File: config.mk
export PLATFORM = sky130hd
export DESIGN_NAME = prng_stream
export DESIGN_NICKNAME = d
export VERILOG_FILES = /design/src/rtl/prng_pkg.sv /design/src/rtl/aes_sbox.sv /design/src/rtl/lfsr_core.sv /design/src/rtl/prng_stream.sv
export SDC_FILE = /design/constraint.sdc
export NUM_CORES = 1
export LEC_CHECK = 0
export BUFFER_PORTS_ARGS = -buffer_cell sky130_fd_sc_hd__buf_2
export CAP_MARGIN = 20
export CORE_MARGIN = 8
export CORE_UTILIZATION = 40
export DETAILED_ROUTE_END_ITERATION = 16
export GPL_ROUTABILITY_DRIVEN = 0
export PLACE_DENSITY = 0.6
export SLEW_MARGIN = 20
export SYNTH_ARGS = -nofsm -noshare
export SYNTH_HDL_FRONTEND = slang
export SYNTH_SLANG_ARGS = --single-unit
File: constraint.sdc
create_clock -name clock -period 38.6 [get_ports clock]
set_input_delay 1.93 -clock clock [delete_from_list [all_inputs] [get_ports clock]]
set_output_delay 1.93 -clock clock [all_outputs]
set_load 0.05 [all_outputs]
File: src/rtl/prng_pkg.sv
// Shared FSM state encoding and LFSR mode constants for the PRNG stream block.
// Latency: n/a (types and constants only).
// Backpressure: n/a.
package prng_pkg;

  typedef enum logic [1:0] {
    IDLE  = 2'd0,
    SHIFT = 2'd1,
    VALID = 2'd2
  } prng_state_t;

  localparam logic MODE_FIB = 1'b0;
  localparam logic MODE_GAL = 1'b1;

endpackage

File: src/rtl/aes_sbox.sv
// Combinational AES S-box: multiplicative inverse in GF(2^8) followed by the affine map.
// Latency: 0 cycles (pure combinational).
// Backpressure: none.
module aes_sbox (
  input  logic [7:0] data,
  output logic [7:0] subst
);

  // GF(2^8) multiply, reduction polynomial x^8+x^4+x^3+x+1.
  function automatic logic [7:0] gf_mul(input logic [7:0] a, input logic [7:0] b);
    logic [7:0] p;
    logic [7:0] x;
    p = 8'h00;
    x = a;
    for (int i = 0; i < 8; i++) begin
      if (b[i]) p = p ^ x;
      x = {x[6:0], 1'b0} ^ (x[7] ? 8'h1B : 8'h00);
    end
    return p;
  endfunction

  // Inverse as a^254 (a^2 * a^4 * ... * a^128); maps 0 to 0 as AES requires.
  function automatic logic [7:0] gf_inv(input logic [7:0] a);
    logic [7:0] sq;
    logic [7:0] r;
    sq = a;
    r  = 8'h01;
    for (int k = 1; k < 8; k++) begin
      sq = gf_mul(sq, sq);
      r  = gf_mul(r, sq);
    end
    return r;
  endfunction

  logic [7:0] inv;

  // Inverse then affine transform: b ^ rotl1 ^ rotl2 ^ rotl3 ^ rotl4 ^ 0x63.
  always_comb begin
    inv   = gf_inv(data);
    subst = inv
          ^ {inv[6:0], inv[7]}
          ^ {inv[5:0], inv[7:6]}
          ^ {inv[4:0], inv[7:5]}
          ^ {inv[3:0], inv[7:4]}
          ^ 8'h63;
  end

endmodule

File: src/rtl/lfsr_core.sv
// LFSR holding the generator state; Fibonacci or Galois stepping, mode latched at load.
// Latency: bit_out is combinational from current state; state advances one step per step pulse.
// Backpressure: state holds whenever step and load are both low.
module lfsr_core
  import prng_pkg::*;
#(
  parameter int                LFSR_W   = 8,
  parameter logic [LFSR_W-1:0] FIB_TAPS = 8'hB8,
  parameter logic [LFSR_W-1:0] GAL_POLY = 8'h71
) (
  input  logic              clock,
  input  logic              reset,
  input  logic              load,
  input  logic [LFSR_W-1:0] seed,
  input  logic              step,
  input  logic              mode,
  output logic              bit_out
);

  logic [LFSR_W-1:0] state_q;
  logic [LFSR_W-1:0] next_state;
  logic              mode_q;
  logic              fib_fb;

  // Output bit and successor state for the latched mode.
  always_comb begin
    fib_fb     = ^(state_q & FIB_TAPS);
    bit_out    = fib_fb;
    next_state = {state_q[LFSR_W-2:0], fib_fb};
    if (mode_q == MODE_GAL) begin
      bit_out    = state_q[LFSR_W-1];
      next_state = (state_q << 1) ^ (state_q[LFSR_W-1] ? GAL_POLY : '0);
    end
  end

  // State register; an all-zero seed would lock up the LFSR, so it is replaced by 1.
  always_ff @(posedge clock) begin
    if (reset) begin
      state_q <= '0;
      mode_q  <= MODE_FIB;
    end else if (load) begin
      state_q <= (seed == '0) ? LFSR_W'(1) : seed;
      mode_q  <= mode;
    end else if (step) begin
      state_q <= next_state;
    end
  end

endmodule

File: src/rtl/prng_stream.sv
// Streams OUT_W-bit pseudo-random words from a seeded LFSR, optionally S-box whitened.
// Latency: out_valid rises OUT_W+1 edges after the start-sampling edge (counting that edge).
// Backpressure: word and LFSR hold in VALID until out_ready; cont=1 at handshake continues.
module prng_stream
  import prng_pkg::*;
#(
  parameter int                LFSR_W   = 8,
  parameter logic [LFSR_W-1:0] FIB_TAPS = 8'hB8,
  parameter logic [LFSR_W-1:0] GAL_POLY = 8'h71,
  parameter int                OUT_W    = 8,
  parameter int                WHITEN   = 1
) (
  input  logic              clock,
  input  logic              reset,
  input  logic              start,
  input  logic              mode,
  input  logic              cont,
  input  logic [LFSR_W-1:0] seed,
  input  logic              out_ready,
  output logic              out_valid,
  output logic [OUT_W-1:0]  out_data,
  output logic              busy
);

  localparam int               CNT_W    = $clog2(OUT_W + 1);
  localparam logic [CNT_W-1:0] LAST_CNT = CNT_W'(OUT_W - 1);

  prng_state_t      state_q;
  prng_state_t      state_d;
  logic [CNT_W-1:0] cnt_q;
  logic [OUT_W-1:0] out_q;
  logic             load;
  logic             step;
  logic             bit_out;
  logic             restart;

  lfsr_core #(
    .LFSR_W  (LFSR_W),
    .FIB_TAPS(FIB_TAPS),
    .GAL_POLY(GAL_POLY)
  ) u_lfsr (
    .clock  (clock),
    .reset  (reset),
    .load   (load),
    .seed   (seed),
    .step   (step),
    .mode   (mode),
    .bit_out(bit_out)
  );

  // FSM state register.
  always_ff @(posedge clock) begin
    if (reset) state_q <= IDLE;
    else       state_q <= state_d;
  end

  // Next state and control strobes; start only matters in IDLE, mode only at load.
  always_comb begin
    state_d = state_q;
    load    = 1'b0;
    step    = 1'b0;
    restart = 1'b0;
    case (state_q)
      IDLE: begin
        if (start) begin
          load    = 1'b1;
          state_d = SHIFT;
        end
      end
      SHIFT: begin
        step = 1'b1;
        if (cnt_q == LAST_CNT) state_d = VALID;
      end
      VALID: begin
        if (out_ready) begin
          restart = cont;
          state_d = cont ? SHIFT : IDLE;
        end
      end
      default: state_d = IDLE;
    endcase
  end

  // Output shift register (first bit ends at MSB) and shift counter.
  always_ff @(posedge clock) begin
    if (reset) begin
      cnt_q <= '0;
      out_q <= '0;
    end else begin
      if (load || restart) cnt_q <= '0;
      if (step) begin
        out_q <= (out_q << 1) | OUT_W'(bit_out);
        cnt_q <= cnt_q + CNT_W'(1);
      end
    end
  end

  assign out_valid = (state_q == VALID);
  assign busy      = (state_q != IDLE);

  // Whitening needs OUT_W to be a whole number of bytes.
  generate
    if (WHITEN != 0) begin : g_whiten
      for (genvar b = 0; b < OUT_W / 8; b++) begin : g_byte
        aes_sbox u_sbox (
          .data (out_q[8*b +: 8]),
          .subst(out_data[8*b +: 8])
        );
      end
    end else begin : g_raw
      assign out_data = out_q;
    end
  endgenerate

endmodule

==> metrics.md <==
| Metric | Value |
|---|---|
| CTS clock-pin slew for the worst setup and hold paths | `0.06 ns` |
| FF+latch count, synth | `23` |
| Simple-gate share of the synthesized area | `0.209` |
| Area of the multi-input gates | `15500 µm²` |
| CP endpoint kind | `primary output` |
| Initial core utilization | `0.406` |
| Worst R2R Setup Slack | `36.45 ns` |
| Avg Vias per Cell | `5.80` |
| CTS Sinks | `23` |
| Synth Warn # | `0` |
| Via count | `15340` |
| Net count after synthesis | `2195` |
| Antenna diodes | `0` |
| Port Buffers | `23` |
| Post-synthesis mux area share | `0.0572` |
| Largest net degree at the start of global routing | `29` |
| Area of the mapped netlist | `16600 µm²` |
| Reg2Reg Depth | `7` |
| Hold-critical path depth | `2` |
| Critical path arrival | `19.77 ns` |
| Beginning of the worst register-to-register path | `state_q[1]$_SDFFE_PP0P_` |
| DRT iter0 DRCs | `1570` |
| Endpoint, Worst Hold | `u_lfsr.state_q[2]$_SDFFE_PP0P_` |
| Avg Inst Size Synth | `7.65 µm²` |
| M1 wire length | `22.2 mm` |
| Synth Area in Adders | `0.00603` |
| Worst path slowest cell | `ha_1` |
| Core Region | `40900 µm²` |
| Antenna Nets Post-Route | `0` |
| Setup WS pre-CTS | `17.32 ns` |
| Max Cap Viol | `0` |
| First-pass GRT wire length | `77.8 mm` |
| Status | `finished clean` |
| GR Overflow Total | `0` |
| Area grow syn2layout | `4.72%` |
| Post-CTS Hold Buffers | `0` |
| Initial antenna violation count | `0` |
| Bufs on Longest Clock Path | `2` |
| Die W | `220 µm` |
| Compound-cell area share of the yosys netlist | `0.179` |
| Post-Synth XOR/XNOR Area | `0.473` |
| WL/cell | `18.0 µm` |
| CTS tree | `yes` |
| Worst slew margin | `0.283` |
| Row count | `74` |
| DR top layer | `met4` |
| Min-Delay Path Class | `reg -> reg` |
| Cells after Synth | `2173` |
| Ys async rst share | `0` |
| Layout cells sized above 1 | `0.114` |
| Fin crit share | `0.562` |
| H-Tree Depth | `1` |
| Worst r2r dst | `cnt_q[2]$_SDFFE_PP0P_` |
| Die area | `48300 µm²` |
| Commonest non-fill, non-tap cell in the layout | `xnor2_1` |
| Fin. Hold Viols | `0` |
| Hold wc startpoint | `u_lfsr.state_q[2]$_SDFFE_PP0P_` |
| Unrepaired setup endpoints after global routing | `false` |
| Largest stage delay, worst path | `0.90 ns` |
| CP dominant cell by count | `xnor2_1` |
| DP Area | `17300 µm²` |
| Worst clock skew | `0.00413 ns` |
| Post-synth EDFFs | `0` |
| Main synth FF type | `dfxtp_1` |
| Distinct cells, synth | `106` |
| Worst Slack Setup Final | `16.90 ns` |
| Register Area | `460 µm²` |
| Sequential share of the synthesized area | `0.0277` |
| Vias in the first global route | `14341` |
| Worst slew pin tran | `1.07 ns` |
| Die Ht | `220 µm` |
| Most frequent cells in the layout | `369 x xnor2_1, 317 x nor2_1, 238 x nand2_1` |
| Critical path type | `reg -> out` |
| Fillers | `4176` |
| Design Area, Final | `17400 µm²` |
| Slew Limit Fails | `0` |
| Pre-antenna DRT Iters | `5` |
| DRT Wirelength | `47.6 mm` |
| CP startpoint | `out_q[7]$_SDFFE_PP0P_` |
| Min cycle time layout | `21.70 ns` |
| Met3 wire length | `2.31 mm` |
| Largest family of logic cells by synthesized area | `XOR/XNOR gates` |
| Layout Nets | `2136` |
| # setup viols final | `0` |
| Num CTS Buffers | `3` |
| Crit Path Max Fanout | `27` |
| # Post-CTS Setup Buffers | `0` |
| Setup tns final | `0 ns` |
| Clock latency on the worst-skew pair | `0.26 ns` |
| Residual DRC count | `0` |
| Fmax | `46.1 MHz` |
| Final HPWL DP | `34.6 mm` |
| Met2 routed wirelength | `22.2 mm` |
| Io pins | `24` |
| Req. time, crit path | `36.67 ns` |
| Root buf cell | `clkbuf_16` |
| Worst Setup Start Kind | `flop` |
| Number of gates resized after CTS | `0` |
| GRT Overall Usage | `0.191` |
-- worst max-delay path: cells and delay by family (launching register included) --
kind                     cells  cell delay [ns]
flip-flops                   1             0.76
adder cells (fa/ha/maj)      4             2.39
buffers and inverters        6             2.45
XOR/XNOR                    26             8.66
AND/OR/NAND/NOR              7             0.79
AO/OA/AOI/OAI                8             2.37
multiplexers                 6             2.05
-- state kept, by name, summed over array words and instances, names as in the netlist --
signal / count
u_lfsr.mode_q: 1
state_q: 2
out_q: 8
cnt_q: 4
u_lfsr.state_q: 8
-- synthesized netlist by cell type (all sizes together) (11+ instances only) --
library cell  count  share of area
nor2b            12         0.0050
buf              72          0.025
clkbuf           79          0.018
a31oi            34          0.013
and2             19         0.0073
xnor3            88           0.12
a211oi           25          0.012
xnor2           427           0.25
nor4             11         0.0041
nand3            64          0.019
dfxtp            23          0.028
a22oi            14         0.0063
a21oi           108          0.033
o21ai            83          0.025
nor3             60          0.018
nand2b           11         0.0041
mux2i            78          0.048
mux2             14         0.0095
o211ai           14         0.0063
nand2           238          0.054
inv              17         0.0038
o22ai            29          0.011
xor2            126          0.082
xor3             11          0.016
nor2            319          0.072
a32oi            13         0.0073
or3              12         0.0045
-- metrics by stage --
stage,cells,hold WS (ns),util
global placement,2640,0.449,0.423
finish,2645,0.463,0.425
floorplan,2173,0.435,-
global route,2645,0.474,0.425
CTS,2644,0.462,0.425
detailed placement,2640,0.453,0.423
-- cell families after synthesis --
| kind of cell | count (synthesis) |
|---|---|
| AO/OA/AOI/OAI | 436 |
| XOR/XNOR | 652 |
| adder cells (fa/ha/maj) | 8 |
| buffers and inverters | 172 |
| flip-flops | 23 |
| multiplexers | 92 |
| AND/OR/NAND/NOR | 790 |
-- metal layers --
layer	GRT usage	up-vias
met2	0.317	513
met4	0.0422	0
li1	-	7451
met5	0	-
met1	0.270	7317
met3	0.00754	59
-- layout make-up --
class	instances	share of cell area
multi-input cells	1978	0.892
well taps	532	0.0383
repair buffers	87	0.0342
flip-flops and latches	23	0.0265
inverters	21	0.00453
clock buffers	3	0.00432
clock inverters	1	0.000288
-- worst max path at each step --
stage / end / cells after the start
final: out_data[7] / 57
after global routing: out_data[0] / 57
after CTS: out_data[7] / 57
after detailed placement: out_data[6] / 58
after global placement: out_data[7] / 57
after floorplan: out_data[0] / 63
Power is not shown: default switching activity piles up to over one toggle a cycle in this logic, so the estimate is an artifact.
